### config.mk
export PLATFORM = sky130hd
export DESIGN_NAME = pc_sequencer
export DESIGN_NICKNAME = d
export VERILOG_FILES = /design/src/rtl/pc_seq_pkg.sv /design/src/rtl/pc_ras_stack.sv /design/src/rtl/pc_sequencer.sv
export SDC_FILE = /design/constraint.sdc
export NUM_CORES = 1
export LEC_CHECK = 0
export CAP_MARGIN = 30
export CORE_MARGIN = 1.5
export CORE_UTILIZATION = 30
export CTS_BUF_LIST = sky130_fd_sc_hd__clkbuf_8
export CTS_CLUSTER_SIZE = 12
export DETAILED_ROUTE_END_ITERATION = 12
export PLACE_DENSITY_LB_ADDON = 0.1
export SETUP_SLACK_MARGIN = 0.5
export SKIP_CTS_REPAIR_TIMING = 1
export SYNTH_ARGS = -nofsm -noshare
export SYNTH_HDL_FRONTEND = slang
export SYNTH_HIERARCHICAL = 1
export SYNTH_SLANG_ARGS = --single-unit
### constraint.sdc
create_clock -name Clk -period 7.1 [get_ports Clk]
set_clock_uncertainty 0.2 [all_clocks]
set_input_delay 1.42 -clock Clk [delete_from_list [all_inputs] [get_ports Clk]]
set_output_delay 1.42 -clock Clk [all_outputs]
set_load 0.01 [all_outputs]
### src/rtl/pc_seq_pkg.sv
// Shared types and default parameters for the pc_sequencer fetch-address unit.
package pc_seq_pkg;

  typedef enum logic [2:0] {
    SRC_RESET    = 3'd0,
    SRC_REDIRECT = 3'd1,
    SRC_RETURN   = 3'd2,
    SRC_HOLD     = 3'd3,
    SRC_SEQ      = 3'd4
  } next_src_e;

  localparam int unsigned PC_SEQ_WIDTH     = 32;
  localparam int unsigned PC_SEQ_INCR      = 4;
  localparam int unsigned PC_SEQ_RESET_PC  = 0;
  localparam int unsigned PC_SEQ_RAS_DEPTH = 4;

endpackage

### src/rtl/pc_ras_stack.sv
// Circular return-address stack: push, pop, and push+pop swap of the top entry.
// The oldest entry is silently overwritten when pushing into a full stack.
module pc_ras_stack #(
  parameter int unsigned WIDTH = 32,
  parameter int unsigned DEPTH = 4
) (
  input  logic             clk,
  input  logic             reset,
  input  logic             push_i,
  input  logic             pop_i,
  input  logic [WIDTH-1:0] push_data_i,
  output logic [WIDTH-1:0] top_data_o,
  output logic             empty_o,
  output logic             full_o
);

  localparam int unsigned PW = $clog2(DEPTH);
  localparam int unsigned CW = $clog2(DEPTH) + 1;

  logic [WIDTH-1:0] mem_q [DEPTH];
  logic [WIDTH-1:0] mem_d [DEPTH];
  logic [PW-1:0]    top_q, top_d;
  logic [CW-1:0]    count_q, count_d;

  assign empty_o    = (count_q == CW'(0));
  assign full_o     = (count_q == CW'(DEPTH));
  assign top_data_o = mem_q[top_q];

  // Next-state for pointer, occupancy and storage
  always_comb begin
    mem_d   = mem_q;
    top_d   = top_q;
    count_d = count_q;
    if (push_i && pop_i && !empty_o) begin
      mem_d[top_q] = push_data_i;
    end else if (pop_i && !empty_o) begin
      top_d   = top_q - PW'(1);
      count_d = count_q - CW'(1);
    end else if (push_i) begin
      top_d        = top_q + PW'(1);
      mem_d[top_d] = push_data_i;
      if (!full_o) begin
        count_d = count_q + CW'(1);
      end else begin
        count_d = count_q;
      end
    end else begin
      top_d = top_q;
    end
  end

  // Pointer and occupancy registers
  always_ff @(posedge clk) begin
    if (reset) begin
      top_q   <= '0;
      count_q <= '0;
    end else begin
      top_q   <= top_d;
      count_q <= count_d;
    end
  end

  // Storage contents need no reset value
  always_ff @(posedge clk) begin
    mem_q <= mem_d;
  end

endmodule

### src/rtl/pc_sequencer.sv
// Program-counter unit: selects next fetch address from reset, redirect, RAS, hold or increment.
// Optional return-address stack is compiled in when PC_SEQ_RAS_EN is defined.
module pc_sequencer
  import pc_seq_pkg::*;
#(
  parameter int unsigned         WIDTH     = PC_SEQ_WIDTH,
  parameter int unsigned         INCR      = PC_SEQ_INCR,
  parameter logic [WIDTH-1:0]    RESET_PC  = WIDTH'(PC_SEQ_RESET_PC),
  parameter int unsigned         RAS_DEPTH = PC_SEQ_RAS_DEPTH
) (
  input  logic             Clk,
  input  logic             Reset,
  input  logic             Stall_PC,
  input  logic             Redirect,
  input  logic [WIDTH-1:0] RedirectTarget,
  input  logic             Call,
  input  logic [WIDTH-1:0] LinkAddr,
  input  logic             Return,
  output logic [WIDTH-1:0] PC,
  output logic [WIDTH-1:0] PCPlusIncr,
  output logic             RasEmpty,
  output logic             RasFull
);

  logic [WIDTH-1:0] pc_q, pc_d;
  logic [WIDTH-1:0] ras_top_s;
  logic             ras_empty_s;
  logic             ras_full_s;
  logic             ras_hit_s;
  next_src_e        src_s;

`ifdef PC_SEQ_RAS_EN
  logic push_s;
  logic pop_s;

  // Redirect and stall both squash stack updates for the cycle
  assign push_s    = Call & ~Stall_PC & ~Redirect;
  assign pop_s     = Return & ~Stall_PC & ~Redirect;
  assign ras_hit_s = Return & ~Stall_PC & ~ras_empty_s;

  pc_ras_stack #(
    .WIDTH (WIDTH),
    .DEPTH (RAS_DEPTH)
  ) u_ras (
    .clk         (Clk),
    .reset       (Reset),
    .push_i      (push_s),
    .pop_i       (pop_s),
    .push_data_i (LinkAddr),
    .top_data_o  (ras_top_s),
    .empty_o     (ras_empty_s),
    .full_o      (ras_full_s)
  );
`else
  logic unused_ras_inputs;

  assign unused_ras_inputs = ^{Call, Return, LinkAddr};
  assign ras_top_s         = '0;
  assign ras_empty_s       = 1'b1;
  assign ras_full_s        = 1'b0;
  assign ras_hit_s         = 1'b0;
`endif

  assign PC         = pc_q;
  assign PCPlusIncr = pc_q + WIDTH'(INCR);
  assign RasEmpty   = ras_empty_s;
  assign RasFull    = ras_full_s;

  // Next-PC source priority; flush beats a stall
  always_comb begin
    src_s = SRC_SEQ;
    if (Reset) begin
      src_s = SRC_RESET;
    end else if (Redirect) begin
      src_s = SRC_REDIRECT;
    end else if (ras_hit_s) begin
      src_s = SRC_RETURN;
    end else if (Stall_PC) begin
      src_s = SRC_HOLD;
    end else begin
      src_s = SRC_SEQ;
    end
  end

  // Next-PC mux
  always_comb begin
    pc_d = PCPlusIncr;
    case (src_s)
      SRC_RESET:    pc_d = RESET_PC;
      SRC_REDIRECT: pc_d = RedirectTarget;
      SRC_RETURN:   pc_d = ras_top_s;
      SRC_HOLD:     pc_d = pc_q;
      SRC_SEQ:      pc_d = PCPlusIncr;
      default:      pc_d = PCPlusIncr;
    endcase
  end

  // PC register
  always_ff @(posedge Clk) begin
    if (Reset) begin
      pc_q <= RESET_PC;
    end else begin
      pc_q <= pc_d;
    end
  end

endmodule

# Word level (Yosys, flattened, before mapping)
# Cells that the tools add are included.
# Widths: inputs -> output; s select.
[word_totals]
register_bits = 32
inputBits = 70
output_inout_bits = 66
elab_cells = 11
[classes]
add_sub_neg = 1
n_eq_ne = 3
n_mux = 4
n_reduce_logical = 2
[op_table]
columns = ["cell", "n"]
rows = [
  ["$pmux 32 s3", 1],
  ["$add 32x3->32 const B", 1],
  ["$mux 3", 3],
  ["$eq 3x2->1 const B", 2],
  ["$eq 3x1->1 const B", 1],
  ["$logic_not 3->1", 1],
  ["$reduce_or 2->1", 1],
]

# Longest topological paths before layout
[depth]
ltp_word = 6
mapped_depth = 7
ltp_nobuf = 5

# Least setup slack after synthesis
# No wires, ideal clock.
[synth_timing]
path_kind = "register to output"
from = "register pc_q[4] (netlist: PC[4])"
to = "output port PCPlusIncr[27]"
arrival_time_ps = 2099
setup_slack_ps = 3381
stages_incl_launch_ff = 8
path_cell_list = "dfxtp_1 -> buf_4 -> nand4_4 -> or4_1 -> buf_2 -> buf_2 -> nor4_1 -> xor2_1"
[synth_via]
elab_chain_cells = 1
[synth_rtl]
columns = ["item", "line", "source"]
rows = [
  ["start: declaration", "pc_sequencer.sv:25", "logic [WIDTH-1:0] pc_q, pc_d;"],
  ["start signal: assignment", "pc_sequencer.sv:103", "pc_q <= pc_d;"],
  ["$add 32x3->32", "pc_sequencer.sv:65", "assign PCPlusIncr = pc_q + WIDTH'(INCR);"],
  ["end: declaration", "pc_sequencer.sv:20", "output logic [WIDTH-1:0] PCPlusIncr,"],
]
# Every way passes these cells.

# Worst setup path in the final report
[layout_timing]
from = "register pc_q[2] (netlist: PC[2])"
to = "output port PCPlusIncr[26]"
# The elaborated chain is that of the path after synthesis.

==> results.json <==
{
  "placeableCoreArea_sq_um": 7370,
  "syn_area_sq_um": 2330,
  "cpMostUsedCell": "nand3_1",
  "final-hold-violation-count": 0,
  "timing.slew.headroom_pct": 38.4,
  "first_global_vias": 2386,
  "num-fill-cells": 776,
  "dp_hpwl_um": 5430,
  "reg2regPathDepth": 4,
  "synth.ff_latch_count": 32,
  "die-area_sq_um": 8310,
  "p_seq_share_pct": 41.1,
  "cts.reportedPaths.clkPinSlew_ps": 70,
  "synthMuxAreaShare_pct": 1.29,
  "ctsLongestPathBuffers": 2,
  "clkLatencyLatePin_ps": 290,
  "numPortBuffers": 99,
  "switching_share_pct": 28.9,
  "comb_power_share_pct": 25.4,
  "drive_gt1_share_pct": 4.42,
  "synth-edff-count": 0,
  "gr-usage-met1_pct": 24.3,
  "chipHeight_um": 91.1,
  "path_class": "flop to primary output",
  "drtPass1Iterations": 4,
  "final.period_utilization_pct": 69.7,
  "cp_data_required_time_ps": 5480,
  "initial_antenna_violation_count": 0,
  "largest_register_ff_count": 32,
  "netsw_uw": 153,
  "ys_types": 48,
  "cts_tree": "built",
  "synth-adder-area-share_pct": 0.537,
  "synthCells": 302,
  "grt_use_total_pct": 18.5,
  "power.share.clock_pct": 33.4,
  "cp-end-kind": "primary output",
  "num_vias": 2545,
  "worstPathArrival_ps": 3330,
  "ir_drop_uv": 59.0,
  "drv_cap": 0,
  "internal_power_uw": 376,
  "drc_errors": 0,
  "area_share_of_and_or_nand_nor_cells_after_synthesis_pct": 31.2,
  "gr-usage-met3_pct": 4.61,
  "root_buffer": "clkbuf_8",
  "power_density_nw_per_um2": 153,
  "largest_net_degree_at_the_start_of_global_routing": 29,
  "yosys.area_share.xor_xnor_pct": 14.7,
  "cts_buffers": 5,
  "r2r_slack_ps": 4340,
  "final_antenna_net_count": 0,
  "floorplan.rows": 31,
  "critPathMaxFanout": 8,
  "crit_path_top_delay_cell": "nor4_1",
  "routedWlPerCell_um": 15.7,
  "part_of_the_yosys_area_used_for_sequential_elements_pct": 27.5,
  "crit_chain": "ha_1 -> nand3_1 -> nor4_1 -> nand3_1 -> xnor2_1 -> clkdlybuf4s50_1",
  "final.min_clock_period_ps": 4950,
  "synth-async-reset-ratio_pct": 0,
  "setup_repair_after_global_routing_missed_its_margin": "false",
  "flip_flop_cell_with_the_highest_count_after_synthesis": "dfxtp_1",
  "via_per_inst": 5.26,
  "grt_use_met2_pct": 29.7,
  "timing.critical_path.from_type": "flop",
  "synth_area_per_cell_sq_um": 7.72,
  "max_freq_mhz": 202,
  "cts.sinks": 32,
  "drt-initial-drc-count": 130,
  "run_status": "finished, final reports clean",
  "synth.net_count": 373,
  "start_util_pct": 31.6,
  "io_pins": 136,
  "leakage_nw": 1.20,
  "timing_worst_slew_pin_value_ps": 916,
  "number_of_pins_with_negative_max_slew_slack_in_the_final_report": 0,
  "antenna-diode-count": 0,
  "grt_total_ovfl": 0,
  "syn2layout_area_growth_pct": 48.1,
  "finalHoldWorstSlack_ps": 337,
  "cp_max_stage_delay_ps": 890,
  "grt-busiest-layer": "met2",
  "totalWireLength_um": 7580,
  "global_route_wire_length_before_repair_um": 12300,
  "finalSetupTns_ps": 0,
  "setup_viol": 0,
  "hold_path_class": "flop to flop",
  "htree_levels": 2,
  "ys.warnings.count": 6,
  "synth_top_family_by_area": "simple AND/OR/NAND/NOR gates",
  "synth_compound_area_share_pct": 16.7,
  "min_delay_path_depth": 2,
  "gp_congestion": 0.855,
  "nets": 455,
  "die_width_um": 91.1
}
-- critical path, delay by kind of cell, from the launching register on --
family,cells,cell delay (ps)
XOR/XNOR,1,250
adder cells (fa/ha/maj),1,300
buffers and inverters,1,570
flip-flops,1,500
AND/OR/NAND/NOR,3,1400
-- placed cells by master, fill, tap and decap left out, types with 10 or more instances in the layout --
master	instances
a311oi_1	10
clkdlybuf4s50_1	99
dfxtp_1	32
inv_1	12
nand2_1	19
nand3_1	13
nand4_1	10
nor2_1	34
nor3_1	11
nor4_1	15
xnor2_1	25
xor2_1	14
-- cell families after synthesis --
logic type	after synthesis
simple gates	133
compound gates	52
buf+inv	40
xor+xnor	39
flops	32
mux	3
other cells	2
fa+ha+maj	1
-- metrics by stage --
| step | worst slack, ps | area [sq um] | utilization (%) | cells | power [mW] |
|---|---|---|---|---|---|
| after floorplan | 3380 | 2330 | - | 302 | 0.278 |
| after global placement | 2550 | 3340 | 45.4 | 476 | 0.356 |
| after detailed placement | 2480 | 3340 | 45.4 | 476 | 0.357 |
| after CTS | 2160 | 3450 | 46.8 | 484 | 0.534 |
| after global routing | 1890 | 3450 | 46.8 | 484 | 0.553 |
| final | 2150 | 3450 | 46.8 | 484 | 0.529 |
-- per-layer routing --
layer / wire (um) / share of wire, %
met4: 125 / 1.6
met2: 3490 / 46
met3: 439 / 5.8
met1: 3520 / 46
met5: 0 / 0
-- power by group through the flow --
stage               clock (mW)  combinational [mW]  sequential, mW
floorplan                    0              0.0622           0.216
global placement             0               0.135           0.221
detailed placement           0               0.135           0.221
CTS                      0.180               0.136           0.217
global route             0.186               0.145           0.221
finish                   0.177               0.134           0.217
-- Yosys cell counts (2+ instances only) --
| master | number | area [sq um] |
|---|---|---|
| a311o_1 | 2 | 20.0 |
| mux2i_1 | 3 | 30.0 |
| xor2_1 | 14 | 123 |
| inv_1 | 11 | 41.3 |
| buf_1 | 4 | 15.0 |
| a311oi_1 | 10 | 87.6 |
| a211oi_1 | 9 | 67.6 |
| o211a_1 | 2 | 20.0 |
| nand3_1 | 13 | 65.1 |
| clkbuf_1 | 13 | 48.8 |
| nor4_1 | 15 | 93.8 |
| nand2b_1 | 3 | 18.8 |
| or3_1 | 4 | 25.0 |
| conb_1 | 2 | 7.51 |
| a21o_1 | 2 | 15.0 |
| buf_2 | 5 | 25.0 |
| a21oi_1 | 7 | 35.0 |
| buf_4 | 6 | 45.0 |
| o31ai_1 | 4 | 30.0 |
| or4_1 | 7 | 52.6 |
| o21ai_0 | 7 | 35.0 |
| nor3_1 | 11 | 55.1 |
| nand4_2 | 2 | 25.0 |
| nor2_1 | 34 | 128 |
| a2111oi_0 | 2 | 17.5 |
| nor2b_1 | 2 | 12.5 |
| and3_1 | 4 | 25.0 |
| xnor2_1 | 25 | 219 |
| dfxtp_1 | 32 | 641 |
| and4_1 | 2 | 17.5 |
| nand2_1 | 19 | 71.3 |
| nand4_1 | 10 | 62.6 |
-- cell type report --
class                      instances  area (sq um)  share of cell area [%]
clock buffer                       5          68.8                    1.99
clock inverter                     3          38.8                    1.12
inverter                          11          41.3                    1.20
multi-input combinational        230          1510                    43.7
sequential                        32           641                    18.6
tap                               99           124                    3.59
timing repair buffer             104          1030                    29.8
-- worst paths after layout --
| check | from | endpoint |
|---|---|---|
| max | PC[2] | PCPlusIncr[26] |
| min | PC[1] | PC[1] |
| max reg2reg | PC[10] | PC[19] |
| min reg2reg | PC[1] | PC[1] |
No activity file was read; power rests on OpenSTA's default activity.
